## src/rtl/seq_scan_pkg.sv

```systemverilog
// seq_scan_pkg: shared FSM state type and constants for the byte pattern scanner
package seq_scan_pkg;
  localparam int BYTE_W = 8;
  localparam int PAT_W = 4;
  localparam logic [PAT_W-1:0] RST_PATTERN = 4'b1101;
  typedef enum logic [1:0] {IDLE, SHIFT, REPORT} state_t;
endpackage

```

## src/rtl/seq_scan_ctrl_match.sv

```systemverilog
// seq_match: serial 4-bit pattern matcher with per-byte history clear
//   clk, rst     clock, sync active-high reset
//   clr          clears history and fill count (start of a new byte)
//   bit_vld      bit_in is presented this cycle
//   pattern      4-bit pattern, oldest bit in [3]
//   hit          combinational, high when bit_in completes a match
module seq_match
  import seq_scan_pkg::*;
(
  input  logic             clk,
  input  logic             rst,
  input  logic             clr,
  input  logic             bit_vld,
  input  logic             bit_in,
  input  logic [PAT_W-1:0] pattern,
  output logic             hit
);
  logic [PAT_W-2:0] r_hist;
  logic [2:0]       r_fill;
  // three earlier bits of this byte are needed before a window is complete
  assign hit = bit_vld && (r_fill >= 3'd3) && ({r_hist, bit_in} == pattern);
  always_ff @(posedge clk) begin
    if (rst || clr) begin
      r_hist <= '0;
      r_fill <= '0;
    end else if (bit_vld) begin
      r_hist <= {r_hist[PAT_W-3:0], bit_in};
      r_fill <= (r_fill == 3'd4) ? r_fill : r_fill + 3'd1;
    end
  end
endmodule

```

## src/rtl/seq_scan_ctrl.sv

```systemverilog
// seq_scan_ctrl: round-robin byte intake that counts serial 4-bit pattern hits per byte
//   req_valid/req_data0/req_data1  two requesters, byte taken when req_valid & req_ready
//   req_ready                      one-hot combinational accept, only in IDLE
//   cfg_we/cfg_pattern             pattern update, honoured only in IDLE
//   busy                           high outside IDLE
//   res_valid/res_id/res_cnt       one-cycle result pulse, id and hit count hold afterwards
module seq_scan_ctrl
  import seq_scan_pkg::*;
#(
  parameter int DW = 8,
  parameter int PW = 4
) (
  input  logic          clk,
  input  logic          rst,
  input  logic [1:0]    req_valid,
  input  logic [DW-1:0] req_data0,
  input  logic [DW-1:0] req_data1,
  output logic [1:0]    req_ready,
  input  logic          cfg_we,
  input  logic [PW-1:0] cfg_pattern,
  output logic          busy,
  output logic          res_valid,
  output logic          res_id,
  output logic [2:0]    res_cnt
);
  state_t        r_state;
  logic          r_last;
  logic          r_id;
  logic [DW-1:0] r_byte;
  logic [PW-1:0] r_pat;
  logic [PW-1:0] r_bpat;
  logic [2:0]    r_bitcnt;
  logic [2:0]    r_cnt;
  logic          r_res_valid;
  logic          r_res_id;
  logic [2:0]    r_res_cnt;
  logic [1:0]    w_gnt;
  logic          w_acc;
  logic          w_hit;
  logic          w_shift;
  logic [2:0]    w_cnt_nxt;
  // r_last holds the previous grant; with both valid, the other requester wins
  assign w_gnt[0]  = !rst && (r_state == IDLE) && req_valid[0] && (!req_valid[1] || r_last);
  assign w_gnt[1]  = !rst && (r_state == IDLE) && req_valid[1] && (!req_valid[0] || !r_last);
  assign w_acc     = |w_gnt;
  assign w_shift   = (r_state == SHIFT);
  assign w_cnt_nxt = r_cnt + {2'b00, w_hit};
  assign req_ready = w_gnt;
  assign busy      = (r_state != IDLE);
  assign res_valid = r_res_valid;
  assign res_id    = r_res_id;
  assign res_cnt   = r_res_cnt;
  seq_match u_match (
    .clk    (clk),
    .rst    (rst),
    .clr    (w_acc),
    .bit_vld(w_shift),
    .bit_in (r_byte[DW-1]),
    .pattern(r_bpat),
    .hit    (w_hit)
  );
  always_ff @(posedge clk) begin
    if (rst) begin
      r_state     <= IDLE;
      r_last      <= 1'b1;
      r_id        <= 1'b0;
      r_byte      <= '0;
      r_pat       <= RST_PATTERN;
      r_bpat      <= RST_PATTERN;
      r_bitcnt    <= '0;
      r_cnt       <= '0;
      r_res_valid <= 1'b0;
      r_res_id    <= 1'b0;
      r_res_cnt   <= '0;
    end else begin
      r_res_valid <= 1'b0;
      if (r_state == IDLE) begin
        if (cfg_we) r_pat <= cfg_pattern;
        if (w_acc) begin
          r_state  <= SHIFT;
          r_last   <= w_gnt[1];
          r_id     <= w_gnt[1];
          r_byte   <= w_gnt[1] ? req_data1 : req_data0;
          // a same-cycle pattern write applies to the byte being accepted
          r_bpat   <= cfg_we ? cfg_pattern : r_pat;
          r_bitcnt <= '0;
          r_cnt    <= '0;
        end
      end else if (r_state == SHIFT) begin
        r_byte   <= {r_byte[DW-2:0], 1'b0};
        r_bitcnt <= r_bitcnt + 3'd1;
        r_cnt    <= w_cnt_nxt;
        if (r_bitcnt == 3'(DW - 1)) begin
          r_state     <= REPORT;
          r_res_valid <= 1'b1;
          r_res_id    <= r_id;
          r_res_cnt   <= w_cnt_nxt;
        end
      end else begin
        r_state <= IDLE;
      end
    end
  end
endmodule
```

## config.mk

```make
export PLATFORM = sky130hd
export DESIGN_NAME = seq_scan_ctrl
export DESIGN_NICKNAME = d
export VERILOG_FILES = /design/src/rtl/seq_scan_pkg.sv /design/src/rtl/seq_scan_ctrl_match.sv /design/src/rtl/seq_scan_ctrl.sv
export SDC_FILE = /design/constraint.sdc
export NUM_CORES = 1
export LEC_CHECK = 0
export ABC_AREA = 1
export CAP_MARGIN = 10
export CORE_ASPECT_RATIO = 1.4
export CORE_MARGIN = 4
export CORE_UTILIZATION = 40
export CTS_CLUSTER_DIAMETER = 200
export DETAILED_ROUTE_END_ITERATION = 12
export GPL_TIMING_DRIVEN = 0
export PLACE_DENSITY = 0.61
export SLEW_MARGIN = 20
export SYNTH_ARGS = -nofsm -noshare
export SYNTH_HDL_FRONTEND = slang
export SYNTH_SLANG_ARGS = --single-unit
export TNS_END_PERCENT = 20
```

## constraint.sdc

```tcl
create_clock -name clk -period 2.5 [get_ports clk]
set_input_delay 0.5 -clock clk [delete_from_list [all_inputs] [get_ports clk]]
set_output_delay 0.5 -clock clk [all_outputs]
set_load 0.02 [all_outputs]
```

Yosys cells after proc, flatten, opt, wreduce, memory -nomap -nowiden

Index checks and enable logic that the tools add are counted.

Register bits: 37

Add/sub/neg operators: 3
$lt $le $gt $ge: 1
Equal/unequal tests: 6
Muxes and demuxes: 15
Bitwise logic cells: 3
Reduce and logical (&&, ||, !) cells: 24

Operators with widths:

| kind                | count |
|---|---|
| $mux 8              | 4 |
| $mux 3              | 5 |
| $mux 2              | 4 |
| $reduce_and 2->1    | 4 |
| $logic_and 1x1->1   | 7 |
| $add 3x1->3 const B | 2 |
| $eq 3x3->1 const B  | 2 |
| $eq 4x4->1          | 1 |
| $logic_not 1->1     | 4 |
| $mux 4              | 1 |
| $reduce_bool 2->1   | 2 |
| $add 3x1->3         | 1 |
| $ge 3x2->1 const B  | 1 |
| $logic_or 1x1->1    | 3 |
| $ne 3x3->1 const B  | 1 |
| $not 1->1           | 3 |
| $reduce_and 3->1    | 1 |
| $reduce_or 3->1     | 1 |
| $eq 2x1->1 const B  | 1 |
| $logic_not 2->1     | 1 |
| $ne 2x1->1 const B  | 1 |
| $reduce_or 2->1     | 1 |
| $mux 1              | 1 |

Depth between registers and ports, before layout

Depth after elaboration: 7
Depth in mapped cells: 12
Mapped depth without buffers: 12

Cells and area by module

From an unflattened synthesis, not the netlist that was laid out.

Cells, all modules: 282
Area, all modules: 1898.1 um^2

Modules (own cells, without submodules):

| module        | instances | cells each | area an instance (um^2) | sequential area each (um^2) |
|---|---|---|---|---|
| seq_scan_ctrl | 1         | 227        | 1542.7                  | 620.6 |
| seq_match     | 1         | 55         | 355.3                   | 120.1 |

Worst setup path before layout

No wires, ideal clock.

Kind: reg2reg
Start: register u_match.r_fill[0]
End: register r_cnt[2]
Arrival: 1.682 ns
Required time: 2.429 ns
Path slack: 0.748 ns
Stages on the path, launching flop included: 12
Buffers on the path: 0
Clock period less this slack: 1.752 ns
Cell sequence: dfxtp_1 ha_1 ha_1 nor2_1 o21ai_0 nand2_1 nor4_1 ha_1 ha_1 xnor2_1 or2_1 a21oi_1

Word-level cells in the longest chain between the ends: 6

RTL lines:

| item                           | RTL line                  | source |
|---|---|---|
| from (decl)                    | seq_scan_ctrl_match.sv:19 | `logic [2:0] r_fill;` |
| from (signal assigned)         | seq_scan_ctrl_match.sv:28 | `r_fill <= (r_fill == 3'd4) ? r_fill : r_fill + 3'd1;` |
| $ge 3x2->1                     | seq_scan_ctrl_match.sv:21 | `assign hit = bit_vld && (r_fill >= 3'd3) && ({r_hist, bit_in} == pattern);` |
| $logic_and 1x1->1 (2 in a row) | seq_scan_ctrl_match.sv:21 |  |
| $add 3x1->3                    | seq_scan_ctrl.sv:47       | `assign w_cnt_nxt = r_cnt + {2'b00, w_hit};` |
| $mux 3                         | seq_scan_ctrl.sv:89       | `end else if (r_state == SHIFT) begin` |
| $mux 3                         | seq_scan_ctrl.sv:77       | `if (r_state == IDLE) begin` |
| to (signal assigned)           | seq_scan_ctrl.sv:92       | `r_cnt <= w_cnt_nxt;` |
| to (decl)                      | seq_scan_ctrl.sv:33       | `logic [2:0] r_cnt;` |

No other way between the ends. The select of a mux whose other input is x is not followed.
A chain may end at the register's enable or synchronous reset.

Worst setup path in the final report

Start: input port rst
End: output port req_ready[1]

Word-level cells in the longest chain between the ends: 4

RTL lines:

| item                           | RTL line            | source |
|---|---|---|
| from (decl)                    | seq_scan_ctrl.sv:14 | `input logic rst,` |
| $logic_not 1->1                | seq_scan_ctrl.sv:44 | `assign w_gnt[1] = !rst && (r_state == IDLE) && req_valid[1] && (!req_valid[0] \|\| !r_last);` |
| $logic_and 1x1->1 (3 in a row) | seq_scan_ctrl.sv:44 |  |
| to (decl)                      | seq_scan_ctrl.sv:18 | `output logic [1:0] req_ready,` |

No other way between the ends.

==> impl_metrics.json <==
{
  "die_w_um": 65.5,
  "drive_gt1_share_pct": 6.82,
  "diodes": 0,
  "synth_top_area_cell": "dfxtp_1",
  "timing.fmax_mhz": 433,
  "clk_pin_slew_ns": 0.07,
  "area_delta_synth_final_pct": 26.5,
  "firstDrtPassIters": 4,
  "reg2reg_from": "u_match.r_fill[0]",
  "cpPeakStageDelay_ns": 0.53,
  "num_vias": 1699,
  "startpoint_type": "primary input",
  "cts_sinks": 37,
  "drtIter0Drc": 64,
  "synth_xor_area_share_pct": 2.37,
  "slew_headroom_pct": 65.5,
  "place_inst": 363,
  "critical_path_required_ns": 2.00,
  "synthFlopType": "dfxtp_1",
  "power.leakage_nw": 1.09,
  "placed_cell_area_um2": 2250,
  "cp.depth": 6,
  "ioPinCount": 33,
  "hold_path_class": "reg -> reg",
  "setup_violations": 0,
  "r2r-end": "r_cnt[2]",
  "synth_cells": 269,
  "cap_violations": 0,
  "crit_type": "in -> out",
  "die-area_um2": 5790,
  "rows": 29,
  "port_buffers": 32,
  "maxSlewViolCount": 0,
  "drc": 0,
  "p_per_area_nw_per_um2": 591,
  "syn_area_per_cell_um2": 6.87,
  "yosysMostFrequentCell": "nand2_1",
  "rsz0062_at_grt": "false",
  "synthSimpleGateAreaFrac_pct": 38.6,
  "path_delay_family": "buffers and inverters",
  "reg2reg_depth": 11,
  "chipHeight_um": 88.5,
  "tritoncts": "yes",
  "critPathLaunch": "rst",
  "h-tree-depth": 2,
  "worst_pin_slew_ns": 0.518,
  "yosys-mux-area-fraction_pct": 0,
  "grt_pass1_wl_mm": 6.90,
  "ys_types": 27,
  "status": "finished clean",
  "yosys-top-cells-count": "nand2_1, nor2_1, dfxtp_1",
  "reg2reg_slack_ns": 0.52,
  "start_util_pct": 41.1,
  "clock-root-buffer": "clkbuf_8",
  "antenna_found_initial": 0,
  "final_cell_count_no_fill": 370,
  "grt_use_total_pct": 15.5,
  "grt_pass1_vias": 1627,
  "period_share_pct": 92.4,
  "synth_top_family_by_area": "simple AND/OR/NAND/NOR gates",
  "synth_top_area_share_pct": 40.1,
  "endpoint_kind": "primary output",
  "gp_routability_congestion": 0.756,
  "stdcell_area_um2": 2340,
  "globalRouteOverflowTotal": 0,
  "wl_mm": 3.98,
  "period_needed_ns": 2.31,
  "vdd_drop_max_v": 0.000267,
  "grt_max_degree": 12,
  "ys_seq_area_share_pct": 40.1,
  "avgRoutedWirePerCell_um": 10.8,
  "async_flop_share_pct": 0,
  "crit_chain": "clkdlybuf4s50_1 > inv_2 > nand2_4 > nor2_8 > buf_4 > clkbuf_2",
  "crit_path_end": "req_ready[1]",
  "clock_path_buffers": 2,
  "drtAntennaViolNets": 0,
  "nNetsFinal": 339,
  "crit_fanout": 10,
  "synthAdderAreaFrac_pct": 4.74,
  "ys_ff_latch": 37,
  "dp_hpwl_mm": 3.09,
  "final_util_pct": 52.0,
  "clk_latency_ns": 0.29,
  "cp_num_buf_inv": 4,
  "synth-compound-area-share_pct": 7.51,
  "synth-edff-count": 0,
  "numCtsBuffers": 5,
  "nFillCells": 513,
  "final_hold_viol_count": 0,
  "netlist_area_um2": 1850,
  "cpMaxStageDelayCell": "clkdlybuf4s50_1",
  "synthTopCellsByArea": "dfxtp_1, nand2_1, nor2_1",
  "synth_nets": 301,
  "cts_hold_buf": 0,
  "worst_clock_skew_ns": 0.00476,
  "viasPerCell": 4.59,
  "core_um2": 4500,
  "arrival_ns": 1.81,
  "yosys_warnings": 0
}
==> power by group <==
group	internal [mW]	total [mW]	leakage (nW)	switching (mW)
clock	0.249	0.461	0.0542	0.211
sequential	0.631	0.653	0.303	0.0220
combinational	0.116	0.269	0.729	0.153
total	0.996	1.38	1.09	0.386
==> worst register-to-register path: cells and delay by family, from the launching register on <==
| kind | cells | cell delay (ns) |
|---|---|---|
| simple gates | 4 | 0.56 |
| flops | 1 | 0.36 |
| compound gates | 2 | 0.20 |
| fa+ha+maj | 4 | 0.69 |
| xor+xnor | 1 | 0.09 |
==> flip-flops by register name, summed over array words and instances (netlist names) <==
register	count
r_pat	4
r_bitcnt	3
r_id	1
u_match.r_fill	3
r_state	2
res_valid	1
r_last	1
r_cnt	3
res_id	1
r_byte	8
r_bpat	4
res_cnt	3
u_match.r_hist	3
==> layout make-up <==
cell class                      instances  area [um^2]  share of cell area (%)
Sequential cell                        37          741                    31.7
Tap cell                               62         77.6                    3.32
Buffer                                  8         42.5                    1.82
Multi-Input combinational cell        202          983                    42.1
Clock inverter                          1         5.00                   0.214
Timing Repair Buffer                   32          314                    13.4
Inverter                               21         78.8                    3.37
Clock buffer                            7         96.3                    4.12
==> how the worst min path moves through the flow <==
stage / slack [ns] / from / to / cells past startpoint
2_1_floorplan: 0.43 / r_pat[3] / r_pat[3] / 2
3_3_place_gp: 0.44 / r_pat[0] / r_pat[0] / 2
3_5_place_dp: 0.46 / r_pat[0] / r_pat[0] / 2
4_1_cts: 0.47 / r_bitcnt[0] / r_bitcnt[0] / 1
5_1_grt: 0.49 / r_bitcnt[0] / r_bitcnt[0] / 1
6_report: 0.46 / r_id / res_id / 2
==> placed cells by master, fill, tap and decap left out, types with 2 or more instances in the layout <==
| master | Yosys | layout |
|---|---|---|
| clkbuf_8 | 0 | 7 |
| clkdlybuf4s50_1 | 0 | 30 |
| dfxtp_1 | 37 | 37 |
| nor2_4 | 3 | 3 |
| inv_2 | 2 | 2 |
| nor2_1 | 40 | 40 |
| o21ai_0 | 8 | 8 |
| a21oi_1 | 16 | 16 |
| ha_1 | 7 | 7 |
| nand2_1 | 95 | 95 |
| xor2_1 | 2 | 2 |
| clkbuf_1 | 5 | 4 |
| nand3_1 | 12 | 12 |
| xnor2_1 | 3 | 3 |
| inv_1 | 19 | 19 |
| nand3b_1 | 7 | 7 |
==> per-layer routing <==
metal	routed length [um]	vias up	GRT usage, %	share of wire (%)
li1	-	915	-	-
met1	1610	747	16.1	40
met2	2140	29	29.5	54
met3	141	8	3.18	3.5
met4	88	0	6.79	2.2
met5	0	-	0	0
==> repair_timing <==
action / in CTS / in global routing
buffers inserted: 0 / 0
resized for setup: 2 / 2
cloned: 0 / 0
endpoints found under the setup margin: 2 / 2
==> logic make-up after synthesis <==
kind of cell / count (synthesis)
AO/OA/AOI/OAI: 27
XOR/XNOR: 5
buffers and inverters: 30
flip-flops: 37
AND/OR/NAND/NOR: 163
adder cells (fa/ha/maj): 7
==> per-stage QoR <==
| stage | TNS (ns) | total power [mW] | setup slack (ns) | hold WS [ns] |
|---|---|---|---|---|
| 6_report | 0 | 1.38 | 0.190 | 0.461 |
| 5_1_grt | 0 | 1.47 | 0.0767 | 0.486 |
| 4_1_cts | 0 | 1.40 | 0.000371 | 0.469 |
| 3_5_place_dp | -0.341 | 0.942 | -0.264 | 0.455 |
| 3_3_place_gp | -0.382 | 0.941 | -0.283 | 0.444 |
| 2_1_floorplan | 0 | 0.849 | 0.748 | 0.427 |
(Power assumes the default switching activity.)
